File: src/rtl/cpu_pkg.sv
// cpu_pkg: shared opcode, function-code and condition-code encodings for the
// 16-bit CPU pipeline, plus a helper that classifies immediate extension.
//   oper codes : instr[15:12]
//   func codes : instr[7:4] (register form only)
//   cond codes : instr[11:8] (Bcond / Jcond only)
package cpu_pkg;

  localparam int unsigned INSTR_W = 16;

  // oper codes
  localparam logic [3:0] OP_REG     = 4'b0000;
  localparam logic [3:0] OP_ANDI    = 4'b0001;
  localparam logic [3:0] OP_ORI     = 4'b0010;
  localparam logic [3:0] OP_XORI    = 4'b0011;
  localparam logic [3:0] OP_SPECIAL = 4'b0100;
  localparam logic [3:0] OP_ADD     = 4'b0101;
  localparam logic [3:0] OP_ADDU    = 4'b0110;
  localparam logic [3:0] OP_ADDC    = 4'b0111;
  localparam logic [3:0] OP_SHIFT   = 4'b1000;
  localparam logic [3:0] OP_SUB     = 4'b1001;
  localparam logic [3:0] OP_SUBC    = 4'b1010;
  localparam logic [3:0] OP_CMP     = 4'b1011;
  localparam logic [3:0] OP_BCOND   = 4'b1100;
  localparam logic [3:0] OP_MOV     = 4'b1101;
  localparam logic [3:0] OP_MUL     = 4'b1110;
  localparam logic [3:0] OP_LUI     = 4'b1111;

  // func codes (share the oper encoding for the ALU operations)
  localparam logic [3:0] FN_NOP     = 4'b0000;
  localparam logic [3:0] FN_ADD     = 4'b0101;
  localparam logic [3:0] FN_SPC_WB  = 4'b1000;  // the only SPECIAL func that writes back
  localparam logic [3:0] FN_CMP     = 4'b1011;
  localparam logic [3:0] FN_JCOND   = 4'b1100;
  localparam logic [3:0] FN_MOV     = 4'b1101;

  // condition codes
  localparam logic [3:0] CC_EQ = 4'd0;
  localparam logic [3:0] CC_NE = 4'd1;
  localparam logic [3:0] CC_CS = 4'd2;
  localparam logic [3:0] CC_CC = 4'd3;
  localparam logic [3:0] CC_HI = 4'd4;
  localparam logic [3:0] CC_LS = 4'd5;
  localparam logic [3:0] CC_GT = 4'd6;
  localparam logic [3:0] CC_LE = 4'd7;
  localparam logic [3:0] CC_FS = 4'd8;
  localparam logic [3:0] CC_FC = 4'd9;
  localparam logic [3:0] CC_LO = 4'd10;
  localparam logic [3:0] CC_HS = 4'd11;
  localparam logic [3:0] CC_LT = 4'd12;
  localparam logic [3:0] CC_GE = 4'd13;
  localparam logic [3:0] CC_UC = 4'd14;
  localparam logic [3:0] CC_NV = 4'd15;

  // Immediate-form opcodes whose imm8 is sign-extended; every other
  // immediate opcode zero-extends.
  function automatic logic oper_sign_extends(input logic [3:0] op);
    logic r;
    r = 1'b0;
    case (op)
      OP_ADD, OP_ADDC, OP_SUB, OP_SUBC, OP_CMP, OP_MUL, OP_BCOND: r = 1'b1;
      default:                                                    r = 1'b0;
    endcase
    return r;
  endfunction

endpackage

File: src/rtl/instr_fields.sv
// instr_fields: purely combinational split of one instruction word into the
// ALU-facing fields, operand selection and immediate extension.
//   instr          : instruction word
//   pc_in          : address of instr (operand for branches)
//   rdata_a/b      : register file data for instr[11:8] / instr[3:0]
//   oper/func/cond : ALU controls (func and cond zeroed where not meaningful)
//   dst/src        : ALU operands
//   sign_ext_imm   : immediate was sign-extended
//   wr_en/wr_addr  : writeback request
//   uses_a/uses_b  : which register operands the instruction really reads
module instr_fields
  import cpu_pkg::*;
#(
  parameter int unsigned WIDTH = 16
) (
  input  logic [INSTR_W-1:0] instr,
  input  logic [WIDTH-1:0]   pc_in,
  input  logic [WIDTH-1:0]   rdata_a,
  input  logic [WIDTH-1:0]   rdata_b,
  output logic [3:0]         oper,
  output logic [3:0]         func,
  output logic [3:0]         cond,
  output logic [WIDTH-1:0]   dst,
  output logic [WIDTH-1:0]   src,
  output logic               sign_ext_imm,
  output logic               wr_en,
  output logic [3:0]         wr_addr,
  output logic               uses_a,
  output logic               uses_b
);

  logic [3:0]       op;
  logic [3:0]       fn;
  logic [7:0]       imm8;
  logic             reg_form;
  logic             is_bcond;
  logic             is_jcond;
  logic             is_branch;
  logic             is_mov;
  logic             is_cmp;
  logic             sext;
  logic [WIDTH-1:0] imm_ext;

  always_comb begin
    op        = instr[15:12];
    fn        = instr[7:4];
    imm8      = instr[7:0];
    reg_form  = (op == OP_REG) || (op == OP_SPECIAL) || (op == OP_SHIFT);
    is_bcond  = (op == OP_BCOND);
    is_jcond  = (op == OP_SPECIAL) && (fn == FN_JCOND);
    is_branch = is_bcond || is_jcond;
    is_mov    = (op == OP_MOV) || ((op == OP_REG) && (fn == FN_MOV));
    is_cmp    = (op == OP_CMP) || ((op == OP_REG) && (fn == FN_CMP));
    sext      = oper_sign_extends(op);
    imm_ext   = sext ? {{(WIDTH-8){imm8[7]}}, imm8} : {{(WIDTH-8){1'b0}}, imm8};

    oper         = op;
    func         = reg_form ? fn : '0;
    cond         = is_branch ? instr[11:8] : '0;
    dst          = is_branch ? pc_in : rdata_a;
    src          = reg_form ? rdata_b : imm_ext;
    sign_ext_imm = !reg_form && sext;

    wr_en = !(is_cmp || is_branch ||
              ((op == OP_REG) && (fn == FN_NOP)) ||
              ((op == OP_SPECIAL) && (fn != FN_SPC_WB)));
    wr_addr = instr[11:8];

    uses_a = !(is_branch || is_mov);
    uses_b = reg_form;
  end

endmodule

File: src/rtl/decode_stage.sv
// decode_stage: single-entry registered decode/operand stage feeding the ALU.
//   clk, reset_n            : clock, asynchronous active-low reset
//   in_valid/in_ready       : fetch-side handshake
//   instr, pc_in            : instruction and its address
//   rf_raddr_a/b, rf_rdata_a/b : combinational register file read port
//   ex_wr_en, ex_wr_addr    : pending write of the instruction in execute
//   flush                   : discard held and incoming instruction
//   out_valid/out_ready     : execute-side handshake
//   dst, src, oper, func, cond, sign_ext_imm, wr_en, wr_addr : registered outputs
module decode_stage
  import cpu_pkg::*;
#(
  parameter int unsigned WIDTH = 16,
  parameter int unsigned RADDR = 4
) (
  input  logic               clk,
  input  logic               reset_n,
  input  logic               in_valid,
  output logic               in_ready,
  input  logic [15:0]        instr,
  input  logic [WIDTH-1:0]   pc_in,
  output logic [RADDR-1:0]   rf_raddr_a,
  output logic [RADDR-1:0]   rf_raddr_b,
  input  logic [WIDTH-1:0]   rf_rdata_a,
  input  logic [WIDTH-1:0]   rf_rdata_b,
  input  logic               ex_wr_en,
  input  logic [RADDR-1:0]   ex_wr_addr,
  input  logic               flush,
  output logic               out_valid,
  input  logic               out_ready,
  output logic [WIDTH-1:0]   dst,
  output logic [WIDTH-1:0]   src,
  output logic [3:0]         oper,
  output logic [3:0]         func,
  output logic [3:0]         cond,
  output logic               sign_ext_imm,
  output logic               wr_en,
  output logic [RADDR-1:0]   wr_addr
);

  logic [3:0]       f_oper;
  logic [3:0]       f_func;
  logic [3:0]       f_cond;
  logic [WIDTH-1:0] f_dst;
  logic [WIDTH-1:0] f_src;
  logic             f_sext;
  logic             f_wr_en;
  logic [3:0]       f_wr_addr;
  logic             f_uses_a;
  logic             f_uses_b;

  logic             hazard;
  logic             transfer;

  logic             out_valid_d, out_valid_q;
  logic [3:0]       oper_d, oper_q;
  logic [3:0]       func_d, func_q;
  logic [3:0]       cond_d, cond_q;
  logic [WIDTH-1:0] dst_d, dst_q;
  logic [WIDTH-1:0] src_d, src_q;
  logic             sext_d, sext_q;
  logic             wr_en_d, wr_en_q;
  logic [RADDR-1:0] wr_addr_d, wr_addr_q;

  assign rf_raddr_a = RADDR'(instr[11:8]);
  assign rf_raddr_b = RADDR'(instr[3:0]);

  instr_fields #(
    .WIDTH(WIDTH)
  ) u_fields (
    .instr        (instr),
    .pc_in        (pc_in),
    .rdata_a      (rf_rdata_a),
    .rdata_b      (rf_rdata_b),
    .oper         (f_oper),
    .func         (f_func),
    .cond         (f_cond),
    .dst          (f_dst),
    .src          (f_src),
    .sign_ext_imm (f_sext),
    .wr_en        (f_wr_en),
    .wr_addr      (f_wr_addr),
    .uses_a       (f_uses_a),
    .uses_b       (f_uses_b)
  );

  always_comb begin
    hazard   = in_valid && ex_wr_en &&
               ((f_uses_a && (ex_wr_addr == rf_raddr_a)) ||
                (f_uses_b && (ex_wr_addr == rf_raddr_b)));
    in_ready = !flush && !hazard && (!out_valid_q || out_ready);
    transfer = in_valid && in_ready;
  end

  // Flush wins over load and bubble; data registers simply hold when not loading.
  always_comb begin
    out_valid_d = out_valid_q;
    oper_d      = oper_q;
    func_d      = func_q;
    cond_d      = cond_q;
    dst_d       = dst_q;
    src_d       = src_q;
    sext_d      = sext_q;
    wr_en_d     = wr_en_q;
    wr_addr_d   = wr_addr_q;
    if (flush) begin
      out_valid_d = 1'b0;
    end else if (transfer) begin
      out_valid_d = 1'b1;
      oper_d      = f_oper;
      func_d      = f_func;
      cond_d      = f_cond;
      dst_d       = f_dst;
      src_d       = f_src;
      sext_d      = f_sext;
      wr_en_d     = f_wr_en;
      wr_addr_d   = RADDR'(f_wr_addr);
    end else if (out_ready) begin
      out_valid_d = 1'b0;
    end
  end

  always_ff @(posedge clk or negedge reset_n) begin
    if (!reset_n) begin
      out_valid_q <= 1'b0;
      oper_q      <= '0;
      func_q      <= '0;
      cond_q      <= '0;
      dst_q       <= '0;
      src_q       <= '0;
      sext_q      <= 1'b0;
      wr_en_q     <= 1'b0;
      wr_addr_q   <= '0;
    end else begin
      out_valid_q <= out_valid_d;
      oper_q      <= oper_d;
      func_q      <= func_d;
      cond_q      <= cond_d;
      dst_q       <= dst_d;
      src_q       <= src_d;
      sext_q      <= sext_d;
      wr_en_q     <= wr_en_d;
      wr_addr_q   <= wr_addr_d;
    end
  end

  assign out_valid    = out_valid_q;
  assign oper         = oper_q;
  assign func         = func_q;
  assign cond         = cond_q;
  assign dst          = dst_q;
  assign src          = src_q;
  assign sign_ext_imm = sext_q;
  assign wr_en        = wr_en_q;
  assign wr_addr      = wr_addr_q;

endmodule
File: config.mk
export PLATFORM = sky130hd
export DESIGN_NAME = decode_stage
export DESIGN_NICKNAME = d
export VERILOG_FILES = /design/src/rtl/cpu_pkg.sv /design/src/rtl/instr_fields.sv /design/src/rtl/decode_stage.sv
export SDC_FILE = /design/constraint.sdc
export NUM_CORES = 1
export LEC_CHECK = 0
export ABC_AREA = 1
export BUFFER_PORTS_ARGS = -buffer_cell sky130_fd_sc_hd__buf_2
export CORE_ASPECT_RATIO = 0.9
export CORE_MARGIN = 8
export CORE_UTILIZATION = 50
export CTS_BUF_LIST = sky130_fd_sc_hd__clkbuf_4 sky130_fd_sc_hd__clkbuf_8
export CTS_CLUSTER_DIAMETER = 30
export DETAILED_ROUTE_END_ITERATION = 7
export PLACE_DENSITY = 0.95
export SKIP_CTS_REPAIR_TIMING = 1
export SLEW_MARGIN = 10
export SYNTH_ARGS = -nofsm -noshare
export SYNTH_HDL_FRONTEND = slang
export SYNTH_SLANG_ARGS = --single-unit
File: constraint.sdc
create_clock -name clk -period 3.2 [get_ports clk]
set_input_delay 0.16 -clock clk [delete_from_list [all_inputs] [get_ports clk]]
set_output_delay 0.16 -clock clk [all_outputs]
set_load 0.005 [all_outputs]
==> qor.csv <==
stage,metric,value,unit
cts,Num CTS Buffers,5,
pwr,Pwr Total,1.571,mW
cts,CTS tree,built,
worst_setup_path,FF-to-FF End,src[10],
synthesis,"FF+latch count, synth",51,
grt,total track usage,19.83,%
sta,RSZ-0062 raised after global routing,false,
routing,initial DRC count,231,
finish,Ant. Diodes,0,
pwr,power share of the clock group,24.0,%
grt,largest net degree at the start of global routing,52,
placed_design,Post-Place Cell Area,3536,um2
sta,Max Clk Rate,0.4533,GHz
pwr,sequential group share of total power,50.1,%
run_status,status,"finished, final reports clean",
cts,H-tree Lvls,2,
worst_setup_path,R2R cell count,4,
die,die area,8612,um2
cts,CTS max path bufs,2,
sta,Pins Over Slew Limit,0,
worst_setup_path,Worst Setup SP,instr[4],
sta,Final Hold Viols,0,
sta,Max transition margin,50.16,%
placed_design,Port-buffer cells,133,
worst_setup_path,WP data arrival,2.39,ns
worst_setup_path,cell breakdown of the critical path,buf_2 -> inv_1 -> nand2_1 -> o21bai_4 -> nand2_2 -> nand3_1 -> nand2_1 -> nand2_2 -> nand3_4 -> nand2_1 -> nand2_1,
die,IO Pins,134,
synthesis,Mapped Area,2948,um2
routing,Initial DRT Pass Iterations,6,
sta,Final Setup Violations,0,
worst_setup_path,Worst path most repeated cell,nand2_1,
synthesis,Syn Nets,466,
pwr,switching power,0.4894,mW
job,max-cap check violation count,0,
routing,post-route ant nets,0,
pwr,Gate power share,25.9,%
routing,WL/cell,15.52,um
grt,first-pass GRT wire length,14180,um
die,die height,88.84,um
finish,register area,1276,um2
pwr,Static Leak,2.157,nW
finish,# fillers,520,
die,Die Span X,96.94,um
worst_setup_path,max incr delay on CP,0.55,ns
synthesis,synth unique cells,24,
cts,clk_lat worst skew,0.30,ns
worst_setup_path,critical path's slowest cell,nand3_4,
synthesis,"Seq/Total Area, Yosys",43.29,%
worst_setup_path,crit path to,src[10],
worst_setup_path,Setup crit start kind,input port,
worst_setup_path,flop-to-flop setup slack,1.17,ns
pwr,Pint,1.081,mW
synthesis,Yosys top cell area share,43.29,%
worst_setup_path,Critical Path RT,3.38,ns
pwr,Worst IR Drop VDD,255.5,uV
finish,Multi-input gate area,1409,um2
finish,share of cells above drive strength 1,32.01,%
routing,DRC viols,0,
routing,drt via density,5.351,
worst_setup_path,Reg2Reg Launch Point,out_valid,
worst_setup_path,crit path max fanout,51,
finish,design area,3637,um2
grt,initial antenna violation count,0,
synthesis,Synth area leader,dfrtp_1,
cts,Root Driver,clkbuf_8,
sta,Post-Route Skew,0.008894,ns
sta,period utilization,68.94,%
synthesis,ranking of synthesized cells by area,"dfrtp_1 43%, nand2_1 20%, nand4_1 11%, nand3_1 5.1%, nor2_1 2.7%",
sta,Least-Margin Pin Slew,0.7459,ns
cts,Sink Count,51,
placed_design,DP HPWL,6703,um
synthesis,Mapped Avg Cell Area,7.520,um2
synthesis,Yosys Warn Count,0,
finish,Util after Layout,63.89,%
worst_setup_path,Crit. End Element,flip-flop,
grt,GRT overflow,0,
pwr,PD cells,431.8,nW/um2
routing,final WL,8893,um
die,Placeable Area,5693,um2
finish,Synth-to-Final Area Change,23.39,%
die,Initial Util,51.78,%
placed_design,gpl congestion,0.8525,
worst_setup_path,Crit Path Class,in2reg,
finish,Final #Nets,576,
grt,vias in the first global route,3010,
cts,"Clk pin slew, worst setup/hold paths",0.09,ns
pwr,Sw Share,31.16,%
routing,via count,3066,
synthesis,Syn Inst Count,392,
sta,final critical-path required period,2.206,ns
die,Core Rows,26,
sta,hold_ws,0.09623,ns
hold_path,HP Class,in2reg,
sta,setup TNS,0,ns
-- state kept, by name (all words and copies together), names as in the netlist --
| register | flops |
|---|---|
| out_valid | 1 |
| wr_addr | 4 |
| dst | 16 |
| oper | 4 |
| src | 16 |
| wr_en | 1 |
| cond | 4 |
| sign_ext_imm | 1 |
| func | 4 |
-- per-stage QoR --
stage	setup WS, ns	instances
6_report	0.9939	573
5_1_grt	0.7808	573
4_1_cts	1.026	572
3_5_place_dp	0.7122	564
3_3_place_gp	0.8153	564
2_1_floorplan	1.834	392
-- synth_stat cells --
cell / instances
nand2_1: 158
nand4_1: 53
dfrtp_1: 51
nand3_1: 30
nor2_1: 21
clkbuf_1: 16
inv_1: 14
buf_4: 9
buf_2: 6
buf_6: 5
mux2_2: 5
a21oi_1: 4
xnor2_1: 4
nand2_2: 3
inv_2: 2
o21ai_0: 2
xor2_1: 2
a211oi_1: 1
a21boi_0: 1
nand2_4: 1
nand3_4: 1
nand3b_1: 1
nor3_4: 1
o21bai_4: 1
-- per-layer routing --
layer / up-vias / global-route usage [%] / wire length, um
met5: - / 0 / 0
met4: 0 / 6.695 / 116
met3: 11 / 5.699 / 715
met2: 131 / 33.11 / 4342
met1: 1417 / 24.20 / 3718
li1: 1507 / - / -
-- worst min path at each step --
| stage | start | cells after the start | endpoint |
|---|---|---|---|
| floorplan | reset_n | 0 | cond[0] |
| global placement | flush | 2 | out_valid |
| detailed placement | flush | 2 | out_valid |
| CTS | flush | 2 | out_valid |
| global route | flush | 2 | out_valid |
| finish | flush | 2 | out_valid |
-- power by group through the flow --
stage	clock, mW	sequential (mW)	combinational [mW]
after floorplan	0	0.805	0.195
after CTS	0.385	0.787	0.410
after detailed placement	0	0.797	0.410
after global routing	0.411	0.800	0.456
final	0.377	0.787	0.406
after global placement	0	0.795	0.396
-- cell usage in the layout (no fill, tap or decap), types with 4 or more instances in the layout --
| cell type | synthesis | layout |
|---|---|---|
| buf_2 | 6 | 132 |
| buf_4 | 9 | 6 |
| clkbuf_8 | 0 | 5 |
| dfrtp_1 | 51 | 51 |
| inv_1 | 14 | 14 |
| mux2_2 | 5 | 5 |
| nand2_1 | 158 | 158 |
| nand3_1 | 30 | 30 |
| nand4_1 | 53 | 53 |
| nor2_1 | 21 | 21 |
| xnor2_1 | 4 | 4 |
-- final cells by class --
cell class,instances,area share [%]
multi-input cells,289,38.73
repair buffers,139,19.68
clock inverters,1,0.1376
well taps,70,2.408
inverters,16,1.651
clock buffers,7,2.305
flip-flops and latches,51,35.09
-- logic make-up after synthesis --
group | synth area share (%)
simple gates | 41.55
compound gates | 2.165
flops | 43.29
buf+inv | 9.295
xor+xnor | 1.783
mux | 1.910
-- critical path: cells and delay by family --
| family | cells | cell delay, ns |
|---|---|---|
| compound gates | 1 | 0.38 |
| buf+inv | 2 | 0.26 |
| simple gates | 8 | 1.56 |
(Power assumes the default switching activity.)
